[src/rtl/byte_unstriping.sv]
// Two-lane receive unstriper: per-lane FIFOs absorb skew and re-serialise
// lane_0/lane_1 words round-robin onto one stream at the clk_2f rate.

module byte_unstriping_fifo #(
  parameter int DEPTH = 4,
  parameter int W     = 32,
  localparam int AW   = $clog2(DEPTH),
  localparam int CW   = $clog2(DEPTH) + 1
) (
  input  logic          clk,
  input  logic          reset,
  input  logic          i_push,
  input  logic          i_pop,
  input  logic [W-1:0]  i_wdata,
  output logic [W-1:0]  o_rdata,
  output logic [CW-1:0] o_count,
  output logic [CW-1:0] o_count_nxt,
  output logic          o_empty,
  output logic          o_drop
);

  localparam logic [CW-1:0] FULL_CNT = CW'(DEPTH);

  logic [W-1:0]  r_mem [DEPTH];
  logic [AW-1:0] r_wptr;
  logic [AW-1:0] r_rptr;
  logic [CW-1:0] r_count;
  logic          w_full;
  logic          w_wr;
  logic          w_rd;

  assign w_full  = (r_count == FULL_CNT);
  assign o_empty = (r_count == '0);
  assign w_rd    = i_pop & ~o_empty;
  // A full FIFO still accepts a push when its head leaves on the same edge.
  assign w_wr    = i_push & (~w_full | w_rd);
  assign o_drop  = i_push & w_full & ~w_rd;
  assign o_rdata = r_mem[r_rptr];
  assign o_count = r_count;

  always_comb begin
    o_count_nxt = r_count;
    case ({w_wr, w_rd})
      2'b10:   o_count_nxt = r_count + CW'(1);
      2'b01:   o_count_nxt = r_count - CW'(1);
      default: o_count_nxt = r_count;
    endcase
  end

  always_ff @(posedge clk) begin
    if (reset) begin
      r_wptr  <= '0;
      r_rptr  <= '0;
      r_count <= '0;
    end else begin
      if (w_wr) r_wptr <= r_wptr + AW'(1);
      if (w_rd) r_rptr <= r_rptr + AW'(1);
      r_count <= o_count_nxt;
    end
  end

  always_ff @(posedge clk) begin
    if (w_wr) r_mem[r_wptr] <= i_wdata;
  end

endmodule

module byte_unstriping #(
  parameter int DEPTH      = 4,
  parameter int SKEW_LIMIT = 3
) (
  input  logic        clk_2f,
  input  logic        reset,
  input  logic [31:0] lane_0,
  input  logic [31:0] lane_1,
  input  logic        valid_in0,
  input  logic        valid_in1,
  output logic [31:0] data_out,
  output logic        valid_out,
  output logic        overflow,
  output logic        skew_err
);

  localparam int CW = $clog2(DEPTH) + 1;
  localparam logic [CW-1:0] SKEW_LIM = CW'(SKEW_LIMIT);

  logic          r_phase;
  logic          r_sel;
  logic [31:0]   r_data_out;
  logic          r_valid_out;
  logic          r_overflow;
  logic          r_skew_err;

  logic          w_push0, w_push1;
  logic          w_pop0, w_pop1;
  logic [31:0]   w_head0, w_head1;
  logic [CW-1:0] w_cnt0, w_cnt1;
  logic [CW-1:0] w_cnt0_nxt, w_cnt1_nxt;
  logic          w_empty0, w_empty1;
  logic          w_drop0, w_drop1;
  logic [CW-1:0] w_diff;
  logic          w_pop_any;

  // Lanes are sampled once per clk_f word, on the phase==1 half.
  assign w_push0   = r_phase & valid_in0;
  assign w_push1   = r_phase & valid_in1;
  assign w_pop0    = ~r_sel & ~w_empty0;
  assign w_pop1    = r_sel & ~w_empty1;
  assign w_pop_any = w_pop0 | w_pop1;

  byte_unstriping_fifo #(.DEPTH(DEPTH), .W(32)) u_fifo0 (
    .clk         (clk_2f),
    .reset       (reset),
    .i_push      (w_push0),
    .i_pop       (w_pop0),
    .i_wdata     (lane_0),
    .o_rdata     (w_head0),
    .o_count     (w_cnt0),
    .o_count_nxt (w_cnt0_nxt),
    .o_empty     (w_empty0),
    .o_drop      (w_drop0)
  );

  byte_unstriping_fifo #(.DEPTH(DEPTH), .W(32)) u_fifo1 (
    .clk         (clk_2f),
    .reset       (reset),
    .i_push      (w_push1),
    .i_pop       (w_pop1),
    .i_wdata     (lane_1),
    .o_rdata     (w_head1),
    .o_count     (w_cnt1),
    .o_count_nxt (w_cnt1_nxt),
    .o_empty     (w_empty1),
    .o_drop      (w_drop1)
  );

  always_comb begin
    w_diff = '0;
    if (w_cnt0_nxt > w_cnt1_nxt) w_diff = w_cnt0_nxt - w_cnt1_nxt;
    else                         w_diff = w_cnt1_nxt - w_cnt0_nxt;
  end

  // sel never skips an empty lane, which keeps the lane_0/lane_1 order intact.
  always_ff @(posedge clk_2f) begin
    if (reset) begin
      r_phase     <= 1'b0;
      r_sel       <= 1'b0;
      r_data_out  <= '0;
      r_valid_out <= 1'b0;
      r_overflow  <= 1'b0;
      r_skew_err  <= 1'b0;
    end else begin
      r_phase     <= ~r_phase;
      r_valid_out <= w_pop_any;
      if (w_pop_any) begin
        r_data_out <= r_sel ? w_head1 : w_head0;
        r_sel      <= ~r_sel;
      end
      if (w_drop0 | w_drop1) r_overflow <= 1'b1;
      if (w_diff > SKEW_LIM) r_skew_err <= 1'b1;
    end
  end

  assign data_out  = r_data_out;
  assign valid_out = r_valid_out;
  assign overflow  = r_overflow;
  assign skew_err  = r_skew_err;

endmodule

[config.mk]
export PLATFORM = sky130hd
export DESIGN_NAME = byte_unstriping
export DESIGN_NICKNAME = d
export VERILOG_FILES = /design/src/rtl/byte_unstriping.sv
export SDC_FILE = /design/constraint.sdc
export NUM_CORES = 1
export LEC_CHECK = 0
export BUFFER_PORTS_ARGS = -buffer_cell sky130_fd_sc_hd__buf_2
export CAP_MARGIN = 10
export CORE_MARGIN = 2
export CORE_UTILIZATION = 53
export CTS_CLUSTER_DIAMETER = 100
export CTS_CLUSTER_SIZE = 12
export DETAILED_ROUTE_END_ITERATION = 7
export GPL_TIMING_DRIVEN = 0
export PLACE_DENSITY_LB_ADDON = 0.1
export SYNTH_ARGS = -nofsm -noshare
export SYNTH_HDL_FRONTEND = slang
export SYNTH_SLANG_ARGS = --single-unit
[constraint.sdc]
create_clock -name clk_2f -period 4.45 [get_ports clk_2f]
set_input_delay 0.2225 -clock clk_2f [delete_from_list [all_inputs] [get_ports clk_2f]]
set_output_delay 0.2225 -clock clk_2f [all_outputs]
set_load 0.05 [all_outputs]
# --- Word-level counts from Yosys, hierarchy flattened ---
# Memories as Yosys holds them, arrays and structs flattened. A register that Yosys moved wholly into a read port is not among the register bits.
# Index checks and enable logic that the tools add are counted.
word_totals:
  regBits: 51
  latch_bits: 0
  ramBits: 256
  romBits: 0
  in_bits: 68
  output_inout_bits: 35
  n_memories: 2
op_classes:
  addsub: 10
  mul: 0
  div_mod_pow: 0
  magnitude_cmp: 2
  eq_ne: 6
  n_shift: 0
  n_mux: 12
  n_bitwise: 24
  n_reduce_logical: 2
memory_table:
  columns: ["memory", "words", "width", "read_ports", "rd_clocked_by_memory_dff", "wr", "line_no", "text"]
  rows:
  - ["u_fifo0.r_mem", 4, 32, 1, 1, 1, "24", "logic [W-1:0] r_mem [DEPTH];"]
  - ["u_fifo1.r_mem", 4, 32, 1, 1, 1, "24", null]
op_table:
  columns: ["op", "count"]
  rows:
  - ["$mux W32", 1]
  - ["$and A1 B1 Y1", 12]
  - ["$pmux W3 S2", 2]
  - ["$add A2 B1 Y2 const B", 4]
  - ["$mux W2", 4]
  - ["$not A1 Y1", 8]
  - ["$add A3 B1 Y3 const B", 2]
  - ["$eq A3 B3 Y1 const B", 2]
  - ["$logic_not A3 Y1", 2]
  - ["$sub A3 B1 Y3 const B", 2]
  - ["$sub A3 B3 Y3", 2]
  - ["$eq A2 B1 Y1 const B", 2]
  - ["$eq A2 B2 Y1 const B", 2]
  - ["$mux W1", 4]
  - ["$or A1 B1 Y1", 4]
  - ["$gt A3 B2 Y1 const B", 1]
  - ["$gt A3 B3 Y1", 1]
  - ["$mux W3", 1]

# --- Depth between registers and ports, before layout ---
logic_depth:
  ltp_word: 11
  ltp_mapped: 15

# --- By module ---
# A second synthesis with hierarchy kept.
unflattened:
  hier_cells: 640
  area_unflattened_um2: 12176.7
by_module_without_submodules:
  columns: ["module", "instances", "cells_per_inst", "area_each_um2", "seq_area_each_um2"]
  rows:
  - ["byte_unstriping_fifo at u_fifo0", 1, 235, 5203.7, 4023.9]
  - ["byte_unstriping_fifo at u_fifo1", 1, 222, 5147.4, 4023.9]
  - ["byte_unstriping", 1, 183, 1825.5, 740.7]

# --- Worst setup path after synthesis ---
# No wires, ideal clock.
synth_timing:
  path_kind: "register to register"
  start: "register u_fifo0.r_count[2] (netlist: u_fifo0.o_count[2])"
  end: "register r_skew_err (netlist: skew_err)"
  setup_time_ns: 0.117
  arrival_ns: 3.424
  required_ns: 4.333
  slack_ns: 0.910
  path_stages_with_launch: 15
  path_buffers: 1
  period_less_slack_ns: 3.540
  cell_sequence: "dfxtp_1 -> buf_6 -> or2_1 -> o21ai_0 -> a21oi_1 -> fa_1 -> and4_4 -> a21o_1 -> a222oi_1 -> inv_1 -> ha_1 -> a21o_1 -> a311o_1 -> a211oi_2 -> and4b_1"
synth_via:
  elab_chain_cells: 11
  word_cells_on_any_way: 18
  classes_between: "4 x add/sub; 2 x order compare; 3 x eq/ne; 2 x mux; 6 x bitwise; 1 x reduce/logical"
synth_rtl:
  columns: ["element", "line_no", "text"]
  rows:
  - ["from (decl)", "27", "logic [CW-1:0] r_count;"]
  - ["from (signal assigned)", "58", "r_count <= o_count_nxt;"]
  - ["$logic_not A3 Y1", "33", "assign o_empty = (r_count == '0);"]
  - ["$not A1 Y1", "34, 107", null]
  - ["$and A1 B1 Y1", "107", "assign w_pop0 = ~r_sel & ~w_empty0;"]
  - ["$and A1 B1 Y1", "34", "assign w_rd = i_pop & ~o_empty;"]
  - ["$or A1 B1 Y1", "36", "assign w_wr = i_push & (~w_full | w_rd);"]
  - ["$and A1 B1 Y1", "36", null]
  - ["$eq A2 B1 Y1 or $eq A2 B2 Y1 (tied branches)", "43", "case ({w_wr, w_rd})"]
  - ["$pmux W3 S2 *", "43", null]
  - ["net u_fifo0.o_count_nxt[1]", "17", "output logic [CW-1:0] o_count_nxt,"]
  - ["$sub A3 B3 Y3 (tied with other cells)", "140", "else w_diff = w_cnt1_nxt - w_cnt0_nxt;"]
  - ["$mux W3 *", "139", "if (w_cnt0_nxt > w_cnt1_nxt) w_diff = w_cnt0_nxt - w_cnt1_nxt;"]
  - ["$gt A3 B2 Y1 *", "160", "if (w_diff > SKEW_LIM) r_skew_err <= 1'b1;"]
  - ["to (signal assigned)", "151", "r_skew_err <= 1'b0;"]
  - ["to (signal assigned)", "160", null]
  - ["to (decl)", "92", "logic r_skew_err;"]
# The timed path passes the listed nets; every way through them passes the cells marked *.
# A chain may end at the register's enable or synchronous reset.

# --- Worst setup path in the final report ---
layout_timing:
  start: "register u_fifo0.r_count[0] (netlist: u_fifo0.o_count[0])"
  end: "register r_skew_err (netlist: skew_err)"
# The elaborated chain is that of the path after synthesis.

==> impl_metrics.yaml <==
sta:
  post-route-period-util_pct: 87.20
  rsz0062_at_grt: "no"
  setup_viol_count_final: 0
  fin_crit_ps: 3880
  slew_headroom_pct: 43.31
  slew_violations: 0
  tns_ps: 0
  hold_violations: 0
  tightest_slew_ps: 850.3
  finalClockSkew_ps: 8.439
  fmax_mhz: 257.7
  fin_hold_ws_ps: 92.18
power_and_ir_drop:
  power_density_mw_per_mm2: 571.6
  power.leakage_nw: 5.159
  ir_worst_vdd_mv: 0.3890
global_routing:
  grt_pass1_vias: 6772
  track_usage_pct: 21.03
  antenna_found_initial: 1
  grt_overflow: 0
  grt_max_degree: 26
  grt_pass1_wl_microns: 37980
setup_path:
  crit_required_ps: 4890
  crit_arrival_ps: 4320
  critPathMaxFanout: 10
  crit_top_cell: "a21o_1"
  worstPathCellList: "or2_1, o21ai_0, a21oi_1, fa_1, and4_4, a21o_1, a222oi_1, inv_1, ha_1, a21o_1, a311o_1, a211oi_2, and4b_1"
  crit_slowest_cell: "fa_1"
  path_class: "reg2reg"
  slowest_delay_ps: 530
  cp-end-kind: "flip-flop"
  start_kind: "flip-flop"
clock_network:
  post_cts_resized: 0
  root_buffer: "clkbuf_16"
  cts_buffers: 29
  cts_hold_buf: 65
  insertion_delay_ps: 550
  postCtsSetupRepairBufs: 0
  clkSlewWorstSetupHoldPaths_ps: 60
  cts_sinks: 311
  htreeDepth: 1
  cts_buffer_depth: 3
  cts_tree: "yes"
finish:
  area_growth_syn_to_layout_pct: 21.09
  n_fill_cell: 1487
  design_area_sq_mm: 0.01447
  fin_nets: 888
  seqCellArea_sq_mm: 0.008788
  stdcell_count: 1108
  drive_gt1_share_pct: 29.75
  multi_input_area_sq_mm: 0.002938
floorplanning:
  die_width_microns: 154.1
  dieArea_sq_mm: 0.02376
  io_pins: 103
  die_h_microns: 154.1
  rows: 54
  core_sq_mm: 0.02196
  start_util_pct: 54.40
yosys:
  syn_inst: 598
  synth_area_sq_mm: 0.01195
  async_flop_share_pct: 0
  synthesis.nets: 682
  synth.avg_cell_area_sq_um: 19.98
  synth_seq_cells: 311
  yosysSeqAreaShare_pct: 73.57
  synth-warning-count: 0
  yosysUniqueCellTypes: 56
  synth_flop_cell: "edfxtp_1"
  synth-edff-count: 256
drt:
  dr.pass1.iters: 4
  vias: 6209
  ant_nets: 0
  drtIter0Drc: 344
  drt_wl_total_microns: 24270
  drc: 0
  wire_per_inst_microns: 21.91
  viasPerCell: 5.604
placement:
  gp_congestion: 0.7251
  place_hpwl_microns: 15250
  dpl_cell_area_sq_mm: 0.01298
  place_inst: 988
  portBuffers: 102
status:
  status: "finished, final reports clean"
run:
  max_cap_violations: 0
hold_path:
  min_path_type: "in2reg"
cells by family after synthesis:
logic type / Yosys count / share of synthesized area [%]
compound gates: 61 / 4.189
xor+xnor: 10 / 0.7332
fa+ha+maj: 16 / 1.801
buf+inv: 45 / 1.927
flops: 311 / 73.57
mux: 98 / 14.96
simple gates: 57 / 2.828
metal layers:
metal,global-route usage (%),part of all wire [%],routed length [microns]
met5,0,0,0
met2,37.67,53,12820
met4,4.450,1.9,473
met3,3.439,4.8,1165
met1,27.41,40,9815
sequential cells by signal, indices dropped and copies added, names as in the netlist, 2 cells and up, named ones only:
signal,cells
u_fifo1.r_mem,128
u_fifo0.r_mem,128
u_fifo0.o_count,3
u_fifo0.r_wptr,2
u_fifo0.r_rptr,2
u_fifo1.o_count,3
u_fifo1.r_rptr,2
u_fifo1.r_wptr,2
data_out,32
layout make-up:
type,instances,area share (%)
Clock inverter,1,0.1384
Sequential cell,311,60.75
Inverter,15,0.3892
Clock buffer,53,5.639
Antenna cell,1,0.01730
Multi-Input combinational cell,242,20.31
Timing Repair Buffer,175,9.133
Tap cell,280,2.422
Buffer,30,1.202
through the flow:
step	setup WS [ps]	total power [mW]	utilization, %
6_report	569.8	8.269	65.88
5_1_grt	275.3	8.630	65.88
4_1_cts	553.2	8.339	65.87
3_5_place_dp	567.3	6.060	59.10
3_3_place_gp	701.0	5.969	58.32
2_1_floorplan	909.6	5.447	-
power by group:
part	leakage, nW	internal, mW	total, mW	switching, mW
sequential	2.77	3.39	3.55	0.153
clock	0.396	1.23	2.24	1.01
combinational	2.00	0.949	2.48	1.54
total	5.16	5.57	8.27	2.69
path summary, 6_finish.rpt:
path / end / from / slack, ps / cells past startpoint
min reg2reg: data_out[24] / data_out[24] / 460 / 1
max reg2reg: skew_err / u_fifo0.o_count[0] / 570 / 13
max: skew_err / u_fifo0.o_count[0] / 570 / 13
min: overflow / valid_in0 / 90 / 3
cells in the final DEF (no fill, tap or decap), drive strengths merged, types with 8 or more instances in the layout:
cell type / count
and2: 8
buf: 138
clkbuf: 55
dfxtp: 55
dlygate4sd3: 65
edfxtp: 256
ha: 14
inv: 16
mux2i: 33
mux4: 64
nand2: 8
nor2: 20
o2bb2ai: 31
xnor2: 8
worst max-delay path: cells and delay by family (launching register included):
| family | cells | cell delay, ps |
|---|---|---|
| fa+ha+maj | 2 | 740 |
| buf+inv | 1 | 100 |
| compound gates | 7 | 1810 |
| flops | 1 | 420 |
| simple gates | 3 | 690 |
synth_stat cells, types with 2 or more instances:
cell	n	area [sq um]
a211oi_1	2	15.01
a21o_1	3	22.52
a21oi_1	4	20.02
and2_1	8	50.05
buf_1	6	22.52
buf_2	13	65.06
buf_4	6	45.04
buf_6	3	33.78
clkbuf_1	2	7.510
dfxtp_1	55	1101
edfxtp_1	256	7687
fa_1	2	40.04
ha_1	14	175.2
inv_1	14	52.55
mux2i_1	33	330.3
mux4_2	64	1441
nand2_1	7	26.28
nand3_1	4	20.02
nor2_1	19	71.32
nor2b_1	2	12.51
nor4b_1	2	17.52
o21a_1	2	15.01
o21ai_0	4	20.02
o21bai_1	3	22.52
o2bb2ai_1	31	271.5
xnor2_1	8	70.07
xor2_1	2	17.52
Note: power is estimated with default switching activity, not from simulation.
